**src/rtl/medicao_pkg.sv**
```systemverilog
// Shared types and defaults for the periodic measurement scheduler.
package medicao_pkg;

  localparam int LARGURA_DADO          = 16;
  localparam int INTERVALO_PADRAO      = 50_000_000;
  localparam int TIMEOUT_SENSOR_PADRAO = 1_000_000;
  localparam int LARGURA_TIMER_PADRAO  = 26;

  // Encodings are visible on db_estado and must stay fixed.
  typedef enum logic [3:0] {
    INICIAL        = 4'h0,
    ESPERA         = 4'h1,
    PEDE           = 4'h2,
    AGUARDA_SENSOR = 4'h3,
    ARMAZENA       = 4'h4,
    TRANSMITE      = 4'h5,
    AGUARDA_TX     = 4'h6,
    ERRO           = 4'hF
  } estado_t;

endpackage

```
**src/rtl/contador_m.sv**
```systemverilog
// Modulo-M counter with synchronous clear, count enable and end-of-count flag.
module contador_m #(
  parameter int M = 100,
  parameter int N = 7
) (
  input  logic clock,
  input  logic reset,
  input  logic zera,
  input  logic conta,
  output logic fim
);
  logic [N-1:0] valor_q, valor_d;

  // NOTE: every signal written here gets its default first, so no path infers a latch.
  always_comb begin
    valor_d = valor_q;
    if (zera) begin
      valor_d = '0;
    end else if (conta) begin
      valor_d = (valor_q == N'(M - 1)) ? '0 : valor_q + N'(1);
    end
  end

  // NOTE: state registers use <= so all flops sample their pre-edge values together.
  always_ff @(posedge clock or posedge reset) begin
    if (reset) valor_q <= '0;
    else       valor_q <= valor_d;
  end

  assign fim = (valor_q == N'(M - 1));

endmodule

```
**src/rtl/controle_medicao_periodica.sv**
```systemverilog
// Periodic measure-and-report scheduler between the sensor driver and the serial transmitter.
// Optional single retry after a sensor failure: define CONTROLE_MEDICAO_RETENTATIVA_EN.
module controle_medicao_periodica
  import medicao_pkg::*;
#(
  parameter int INTERVALO      = INTERVALO_PADRAO,
  parameter int TIMEOUT_SENSOR = TIMEOUT_SENSOR_PADRAO,
  parameter int LARGURA_TIMER  = LARGURA_TIMER_PADRAO
) (
  input  logic                    clock,
  input  logic                    reset,
  input  logic                    ligar,
  output logic                    medir,
  input  logic                    sensor_pronto,
  input  logic                    sensor_erro,
  input  logic [LARGURA_DADO-1:0] sensor_temperatura,
  input  logic [LARGURA_DADO-1:0] sensor_umidade,
  output logic                    transmite,
  input  logic                    transmissao_pronto,
  output logic [LARGURA_DADO-1:0] temperatura,
  output logic [LARGURA_DADO-1:0] umidade,
  output logic                    ocupado,
  output logic                    erro_sensor,
  output logic [3:0]              db_estado
);

  estado_t                 estado_q, estado_d;
  estado_t                 destino_falha;
  logic [LARGURA_DADO-1:0] leitura_temp_q, leitura_temp_d;
  logic [LARGURA_DADO-1:0] leitura_umid_q, leitura_umid_d;
  logic [LARGURA_DADO-1:0] temperatura_q, temperatura_d;
  logic [LARGURA_DADO-1:0] umidade_q, umidade_d;
  logic                    erro_sensor_q, erro_sensor_d;
  logic                    fim_intervalo, fim_timeout;

  // Interval timer free-runs from the period's PEDE; it only sits at zero while idle.
  contador_m #(.M(INTERVALO), .N(LARGURA_TIMER)) u_intervalo (
    .clock (clock),
    .reset (reset),
    .zera  (estado_q == INICIAL),
    .conta (1'b1),
    .fim   (fim_intervalo)
  );

  contador_m #(.M(TIMEOUT_SENSOR), .N(LARGURA_TIMER)) u_timeout (
    .clock (clock),
    .reset (reset),
    .zera  (estado_q == PEDE),
    .conta (estado_q == AGUARDA_SENSOR),
    .fim   (fim_timeout)
  );

`ifdef CONTROLE_MEDICAO_RETENTATIVA_EN
  logic retentou_q, retentou_d;

  assign destino_falha = retentou_q ? ERRO : PEDE;

  // A retry is spent by the PEDE re-issued from AGUARDA_SENSOR; a fresh period restores it.
  always_comb begin
    retentou_d = retentou_q;
    if (estado_d == PEDE) begin
      if (estado_q == AGUARDA_SENSOR) retentou_d = 1'b1;
      else                            retentou_d = 1'b0;
    end
  end

  always_ff @(posedge clock or posedge reset) begin
    if (reset) retentou_q <= 1'b0;
    else       retentou_q <= retentou_d;
  end
`else
  assign destino_falha = ERRO;
`endif

  always_comb begin
    estado_d       = estado_q;
    leitura_temp_d = leitura_temp_q;
    leitura_umid_d = leitura_umid_q;
    temperatura_d  = temperatura_q;
    umidade_d      = umidade_q;
    erro_sensor_d  = erro_sensor_q;

    case (estado_q)
      INICIAL: if (ligar) estado_d = PEDE;
      ESPERA: begin
        if (!ligar)             estado_d = INICIAL;
        else if (fim_intervalo) estado_d = PEDE;
      end
      PEDE: estado_d = AGUARDA_SENSOR;
      AGUARDA_SENSOR: begin
        if (sensor_pronto) begin
          leitura_temp_d = sensor_temperatura;
          leitura_umid_d = sensor_umidade;
          estado_d       = sensor_erro ? destino_falha : ARMAZENA;
        end else if (fim_timeout) begin
          estado_d = destino_falha;
        end
      end
      ARMAZENA: begin
        temperatura_d = leitura_temp_q;
        umidade_d     = leitura_umid_q;
        erro_sensor_d = 1'b0;
        estado_d      = TRANSMITE;
      end
      TRANSMITE:  estado_d = AGUARDA_TX;
      AGUARDA_TX: if (transmissao_pronto) estado_d = ESPERA;
      ERRO: begin
        erro_sensor_d = 1'b1;
        estado_d      = ESPERA;
      end
      default: estado_d = INICIAL;
    endcase
  end

  always_ff @(posedge clock or posedge reset) begin
    if (reset) begin
      estado_q       <= INICIAL;
      leitura_temp_q <= '0;
      leitura_umid_q <= '0;
      temperatura_q  <= '0;
      umidade_q      <= '0;
      erro_sensor_q  <= 1'b0;
    end else begin
      estado_q       <= estado_d;
      leitura_temp_q <= leitura_temp_d;
      leitura_umid_q <= leitura_umid_d;
      temperatura_q  <= temperatura_d;
      umidade_q      <= umidade_d;
      erro_sensor_q  <= erro_sensor_d;
    end
  end

  assign medir       = (estado_q == PEDE);
  assign transmite   = (estado_q == TRANSMITE);
  assign ocupado     = !(estado_q inside {INICIAL, ESPERA});
  assign erro_sensor = erro_sensor_q;
  assign temperatura = temperatura_q;
  assign umidade     = umidade_q;
  assign db_estado   = estado_q;

endmodule

```
**config.mk**
```make
export PLATFORM = sky130hd
export DESIGN_NAME = controle_medicao_periodica
export DESIGN_NICKNAME = d
export VERILOG_FILES = /design/src/rtl/medicao_pkg.sv /design/src/rtl/contador_m.sv /design/src/rtl/controle_medicao_periodica.sv
export SDC_FILE = /design/constraint.sdc
export NUM_CORES = 1
export LEC_CHECK = 0
export BUFFER_PORTS_ARGS = -buffer_cell sky130_fd_sc_hd__buf_2
export CELL_PAD_IN_SITES_DETAIL_PLACEMENT = 1
export CELL_PAD_IN_SITES_GLOBAL_PLACEMENT = 2
export CORE_MARGIN = 1.5
export CORE_UTILIZATION = 31
export DETAILED_ROUTE_END_ITERATION = 10
export GPL_TIMING_DRIVEN = 0
export PLACE_DENSITY = 0.77
export SLEW_MARGIN = 20
export SYNTH_ARGS = -nofsm -noshare
export SYNTH_HDL_FRONTEND = slang
export SYNTH_HIERARCHICAL = 1
export SYNTH_SLANG_ARGS = --single-unit
export TNS_END_PERCENT = 30
```
**constraint.sdc**
```tcl
create_clock -name clock -period 4.7 [get_ports clock]
set_clock_uncertainty 0.2 [all_clocks]
set_input_delay 1.175 -clock clock [delete_from_list [all_inputs] [get_ports clock]]
set_output_delay 1.175 -clock clock [all_outputs]
set_load 0.005 [all_outputs]
```
==> flow_metrics.tcl, run 1 <==
set metrics [dict create \
    hold_start "umidade[7]" \
    htree_num_levels 4 \
    yosysWarningCount 6 \
    cell_area_after_placement_um2 6530 \
    postSynthNetCount 544 \
    mappedNetlistArea_um2 5830 \
    syn-mean-instance-area_um2 11.6 \
    min_to "umidade[7]" \
    grt_usage_pct 16.3 \
    worst_slew_margin_relative_to_its_limit_pct 35.8 \
    synthesis.instances 504 \
    synth_top_flop_cell "sky130_fd_sc_hd__dfrtp_1" \
    run_status "finished clean" \
    die_h_um 140 \
    drc_errors 0 \
    final-max-slew-violation-count 0 \
    grt_first_pass_wirelength_um 25200 \
    ir_drop_mv 0.318 \
    finalCoreUtilization_pct 39.3 \
    portBuffers 77 \
    synth_top_area_share_pct 52.0 \
    antennaDiodeCount 0 \
    synth.top_cells.by_area "sky130_fd_sc_hd__dfrtp_1 52%, sky130_fd_sc_hd__mux2_4 7.7%, sky130_fd_sc_hd__mux2_2 6.6%" \
    post-dp-hpwl_um 11000 \
    synth_seq_area_share_pct 52.0 \
    route.vias.total 4318 \
    boundaryPins 78 \
    grt_start_max_net_pins 43 \
    path_max_fanout 10 \
    reg2reg_setup_slack_ns 1.73 \
    nNetsFinal 642 \
    type_of_element_capturing_the_critical_path "output port" \
    async_flop_share_pct 100 \
    crit-reg2reg-launch "db_estado[0]" \
    viasPerCell 5.12 \
    cts_tree "done" \
    gp_routability_congestion 0.792 \
    pwr_density_cell_nw_per_um2 575 \
    netlist-cell-type-count 56 \
    post_cts.repair.setup_buffers 0 \
    clock_insertion_delay_worst_skew_ns 0.42 \
    first_global_vias 4792 \
    cellLeakagePower_nw 3.19 \
    path_class "flip-flop to output port" \
    cp_data_arrival_time_ns 1.91 \
    final.setup.tns_ns 0 \
    drt_first_iter_violations 164 \
    commonest_non_fill_non_tap_cell_in_the_layout "sky130_fd_sc_hd__dfrtp_1" \
    p_total_mw 4.11 \
    placement.setup.worst_slack_ns 1.70 \
    cts_hold_repair.buffers 0 \
    wire_per_inst_um 17.8 \
    yosysTopAreaCell "sky130_fd_sc_hd__dfrtp_1" \
    core_um2 18200 \
    effective_utilization_at_floorplan_pct 32.0 \
    ys_ff_latch 121 \
    drtAntennaViolNets 0 \
    final_cells 844 \
    drtPass1Iterations 4 \
    max-cap-violations 0 \
    count_of_flip_flops_with_a_built_in_enable_after_synthesis 0 \
    areaGrowthSynthToFinish_pct 22.7 \
    final.min_clock_period_ns 3.28 \
    dp_cells 812 \
    final-hold-violation-count 0 \
    final.period_utilization_pct 69.8 \
    cts.clk_slew.worst_paths_ns 0.06 \
    globalRoute.totalOverflow 0 \
    holdPathStages 1 \
    clock.fmax_mhz 305 \
    final_design_area_no_fill_um2 7150 \
    report.final.setup_viol 0 \
    worst_hold_margin_ns 0.303 \
    die-width_um 140 \
    rsz0062_at_grt "no" \
    routed_wire_length_um 15100 \
    clock_sink_count 121 \
    root_buffer "sky130_fd_sc_hd__clkbuf_16" \
    antenna_found_initial 0 \
    layout_cells_sized_above_1_pct 34.6 \
    required_ns 3.32 \
    clk_path_buf_depth 2 \
    rr_endpoint "u_timeout/valor_q[9]" \
    worstSetupStartpointType "flip-flop" \
    most_frequent_cells_in_the_layout "121 x sky130_fd_sc_hd__dfrtp_1, 87 x sky130_fd_sc_hd__buf_2, 53 x sky130_fd_sc_hd__nor2_1" \
    die-area_um2 19600 \
    final_critical_path_setup_slack_ns 1.42 \
    cts.repair.resized 0 \
    placementRows 49 \
    rr_worst_depth 8 \
    tightestPinTransition_ns 0.958 \
    hp-class "flip-flop to flip-flop" \
    tritoncts.num_buffers 17 \
]
area by class of cell:
cell class,instances,area (µm²)
Tap cell,229,287
Clock inverter,15,190
Clock buffer,17,425
Sequential cell,121,3030
Fill cell,2015,11100
Inverter,14,55.1
Timing Repair Buffer,79,410
Buffer,23,170
Multi-Input combinational cell,346,2580
logic make-up (layout without fill, tap and decap cells):
group,after synthesis,in the layout,synth area share [%]
AOI/OAI and AO/OA,62,62,6.94
muxes,67,67,14.8
and+or+nand+nor,185,185,17.6
other,1,1,0.0644
DFF,121,121,52.0
xor gates and xnor gates,29,29,4.36
adders and majority gates,2,2,0.429
buffers and inverters,37,148,3.82
state kept, by name, indices dropped and copies added (netlist names):
signal,count
db_estado,4
umidade,16
u_intervalo/valor_q,26
temperatura,16
leitura_temp_q,16
u_timeout/valor_q,26
erro_sensor,1
leitura_umid_q,16
layer usage:
layer	GRT usage (%)	vias to the layer above	share of wire [%]
li1	-	2019	-
met1	19.7	2230	44
met2	28.4	55	51
met3	3.79	14	3.0
met4	6.04	0	1.4
met5	0	-	0
worst max-delay path, stage by stage, from the launching register on:
cell	delay, ns
sky130_fd_sc_hd__dfrtp_1	0.43
sky130_fd_sc_hd__buf_6	0.17
sky130_fd_sc_hd__buf_2	0.18
sky130_fd_sc_hd__nor4_2	0.50
sky130_fd_sc_hd__buf_2	0.21
how the worst max path moves through the flow:
stage | endpoint | cells past startpoint | slack [ns] | startpoint
2_1_floorplan | db_estado[0] | 1 | 1.59 | reset
3_3_place_gp | leitura_umid_q[1] | 2 | 0.77 | reset
3_5_place_dp | u_timeout/valor_q[20] | 8 | 1.70 | db_estado[0]
4_1_cts | medir | 4 | 1.35 | db_estado[0]
5_1_grt | medir | 4 | 1.31 | db_estado[0]
6_report | medir | 4 | 1.42 | db_estado[0]
cell usage after synthesis (2+ instances only):
cell	count
sky130_fd_sc_hd__dfrtp_1	121
sky130_fd_sc_hd__nor2_1	53
sky130_fd_sc_hd__mux2_2	34
sky130_fd_sc_hd__nand2_1	31
sky130_fd_sc_hd__mux2_4	30
sky130_fd_sc_hd__a21oi_1	19
sky130_fd_sc_hd__nand4_1	18
sky130_fd_sc_hd__xnor2_1	16
sky130_fd_sc_hd__nand3_1	15
sky130_fd_sc_hd__inv_1	14
sky130_fd_sc_hd__o21ai_0	14
sky130_fd_sc_hd__xor2_1	13
sky130_fd_sc_hd__nor3_1	12
sky130_fd_sc_hd__buf_2	9
sky130_fd_sc_hd__nor4_1	9
sky130_fd_sc_hd__or4_1	8
sky130_fd_sc_hd__or3_1	7
sky130_fd_sc_hd__buf_4	6
sky130_fd_sc_hd__o211ai_1	6
sky130_fd_sc_hd__o31ai_1	6
sky130_fd_sc_hd__and3_1	5
sky130_fd_sc_hd__a32o_1	4
sky130_fd_sc_hd__buf_6	4
sky130_fd_sc_hd__a31oi_1	3
sky130_fd_sc_hd__and4_1	3
sky130_fd_sc_hd__nor2b_1	3
sky130_fd_sc_hd__nor4b_1	3
sky130_fd_sc_hd__clkbuf_1	2
sky130_fd_sc_hd__clkbuf_8	2
sky130_fd_sc_hd__ha_1	2
sky130_fd_sc_hd__mux2i_1	2
sky130_fd_sc_hd__o21ai_1	2
sky130_fd_sc_hd__o41ai_1	2
sky130_fd_sc_hd__or2_2	2
sky130_fd_sc_hd__or4_4	2
sky130_fd_sc_hd__or4b_1	2
where the power goes:
| group | total (mW) | switching [mW] | internal, mW |
|---|---|---|---|
| logic | 1.19 | 0.558 | 0.633 |
| clock network | 1.36 | 0.511 | 0.846 |
| registers | 1.56 | 0.201 | 1.36 |
| total | 4.11 | 1.27 | 2.84 |
Power figures use the tool's default switching activity.
==> inputs of run 2 (changes only) <==
Settings changed: PLACE_DENSITY 0.77 to 0.79.
Clock period 4.7 ns to 2.96 ns, I/O delays scaled along.
==> flow_metrics.tcl, run 2 (synthesis results as in run 1) <==
set metrics [dict create \
    run_status "finished clean" \
    reg.largest.list "u_intervalo/valor_q: 26 flops, u_timeout/valor_q: 26 flops" \
    type_of_element_capturing_the_critical_path "output port" \
    final.period_utilization_pct 92.2 \
    commonest_non_fill_non_tap_cell_in_the_layout "sky130_fd_sc_hd__dfrtp_1" \
    route.vias.total 4309 \
    intPower_mw 4.59 \
    core_um2 18200 \
    drt_first_iter_violations 142 \
    path_class "flip-flop to output port" \
    first_global_vias 4858 \
    areaGrowthSynthToFinish_pct 23.3 \
    rsz0062_at_grt "no" \
    grt_first_pass_wirelength_um 25600 \
    tightestPinTransition_ns 0.982 \
    switching_fraction_pct 30.6 \
    die_h_um 140 \
    cts_tree "done" \
    worstSetupStartpointType "flip-flop" \
    path_max_fanout 10 \
    cp_data_arrival_time_ns 1.79 \
    required_ns 2.02 \
    ir_drop_mv 0.493 \
    placement.setup.worst_slack_ns 0.00912 \
    crit-reg2reg-launch "u_timeout/valor_q[7]" \
    combPwrFrac_pct 28.7 \
    effective_utilization_at_floorplan_pct 32.0 \
    cell_area_after_placement_um2 6530 \
    grt_usage_pct 16.5 \
    final_critical_path_setup_slack_ns 0.230 \
    total_switching_power_mw 2.03 \
    routed_wire_length_um 15000 \
    htree_num_levels 4 \
    grt.met3_usage_pct 5.03 \
    post-dp-hpwl_um 10700 \
    clk_path_buf_depth 2 \
    gp_routability_congestion 0.775 \
    drtAntennaViolNets 0 \
    boundaryPins 78 \
    reg2reg_setup_slack_ns 0.28 \
    cellLeakagePower_nw 3.21 \
    final-hold-violation-count 0 \
    antenna_found_initial 3 \
    nNetsFinal 642 \
    wire_per_inst_um 17.8 \
    placementRows 49 \
    drtPass1Iterations 4 \
    root_buffer "sky130_fd_sc_hd__clkbuf_16" \
    report.final.setup_viol 0 \
    die-width_um 140 \
    final_design_area_no_fill_um2 7190 \
    clock.fmax_mhz 366 \
    clock_insertion_delay_worst_skew_ns 0.43 \
    worst_slew_margin_relative_to_its_limit_pct 34.2 \
    cts.clk_slew.worst_paths_ns 0.06 \
    rr_worst_depth 8 \
    fillers 2030 \
    clock_sink_count 121 \
    seqPwrFrac_pct 37.2 \
    tritoncts.num_buffers 17 \
    final.setup.tns_ns 0 \
    use_met1_pct 19.9 \
    hp-class "primary input to asynchronous set/reset pin" \
    most_frequent_cells_in_the_layout "121 x sky130_fd_sc_hd__dfrtp_1, 87 x sky130_fd_sc_hd__buf_2, 52 x sky130_fd_sc_hd__nor2_1" \
    final-max-slew-violation-count 0 \
    drc_errors 0 \
    final.min_clock_period_ns 2.73 \
    globalRoute.totalOverflow 0 \
    layout_cells_sized_above_1_pct 35.0 \
    pwr_density_cell_nw_per_um2 920 \
    grt_start_max_net_pins 43 \
    max-cap-violations 0 \
    grt_most_used_layer "met2" \
    portBuffers 77 \
    rr_endpoint "db_estado[0]" \
    worstSetupStartpoint "db_estado[0]" \
    met2_usage_pct 28.1 \
    finalCoreUtilization_pct 39.5 \
    die-area_um2 19600 \
    viasPerCell 5.10 \
    power.share.clock_pct 34.1 \
]
==> run 2: cell count changes in the layout (fill, tap and decap cells not counted) <==
| cell | delta |
|---|---|
| sky130_fd_sc_hd__diode_2 | +1 |
| sky130_fd_sc_hd__nor3_1 | -2 |
| sky130_fd_sc_hd__nor3_2 | +2 |
| sky130_fd_sc_hd__nor2_1 | -1 |
| sky130_fd_sc_hd__bufinv_16 | +1 |
| sky130_fd_sc_hd__clkinv_1 | +1 |
| sky130_fd_sc_hd__clkinvlp_4 | -1 |
| sky130_fd_sc_hd__clkinv_4 | +1 |
| sky130_fd_sc_hd__inv_2 | -1 |
| sky130_fd_sc_hd__inv_6 | -1 |
| sky130_fd_sc_hd__nor2_2 | +1 |
==> run 2: stage by stage <==
step	cells	hold WS (ns)	power, mW
3_5_place_dp	812	0.283	4.38
4_1_cts	844	0.149	6.71
5_1_grt	845	0.168	6.99
6_report	845	0.144	6.61
3_3_place_gp	810	0.269	4.26
2_1_floorplan	504	0.264	3.69
==> run 2: final cells by class <==
class	count	area, µm²	area share (%)
buffer	23	170	2.37
timing repair buffer	79	410	5.71
sequential	121	3030	42.1
clock inverter	15	213	2.96
inverter	14	55.1	0.766
tap	229	287	3.99
multi-input combinational	346	2590	36.1
antenna	1	2.50	0.0348
clock buffer	17	425	5.92
==> run 2: worst max path at each step <==
| stage | endpoint | slack, ns |
|---|---|---|
| final | medir | 0.23 |
| after global routing | u_timeout/valor_q[21] | 0.09 |
| after CTS | u_timeout/valor_q[18] | 0.13 |
| after detailed placement | u_timeout/valor_q[21] | 0.009 |
| after global placement | u_timeout/valor_q[21] | -0.75 |
| after floorplan | u_timeout/valor_q[9] | 0.27 |
==> run 2: power groups by stage <==
stage | registers (mW) | clock network, mW | logic [mW]
after floorplan | 2.43 | 0 | 1.27
after global placement | 2.44 | 0 | 1.83
after global routing | 2.53 | 2.38 | 2.08
after detailed placement | 2.48 | 0 | 1.90
final | 2.46 | 2.26 | 1.89
after CTS | 2.47 | 2.31 | 1.93
==> run 2: worst max-delay path: stages, from the launching register on <==
cell                      delay [ns]
sky130_fd_sc_hd__dfrtp_1        0.39
sky130_fd_sc_hd__buf_6          0.14
sky130_fd_sc_hd__buf_2          0.17
sky130_fd_sc_hd__nor4_2         0.46
sky130_fd_sc_hd__buf_2          0.21
==> run 2: routing by layer <==
metal	up-vias	share of wire [%]
met4	2	1.8
met1	2189	43
met2	71	50
li1	2024	-
met5	-	0.073
met3	23	4.3
==> run 2: timing repair <==
action | in CTS | in global routing
gates cloned | 0 | 0
buffers inserted | 0 | 0
pin swaps | 0 | 0
endpoints found under the setup margin | 1 | 3
hold buffers | 0 | 0
resized for setup | 1 | 2
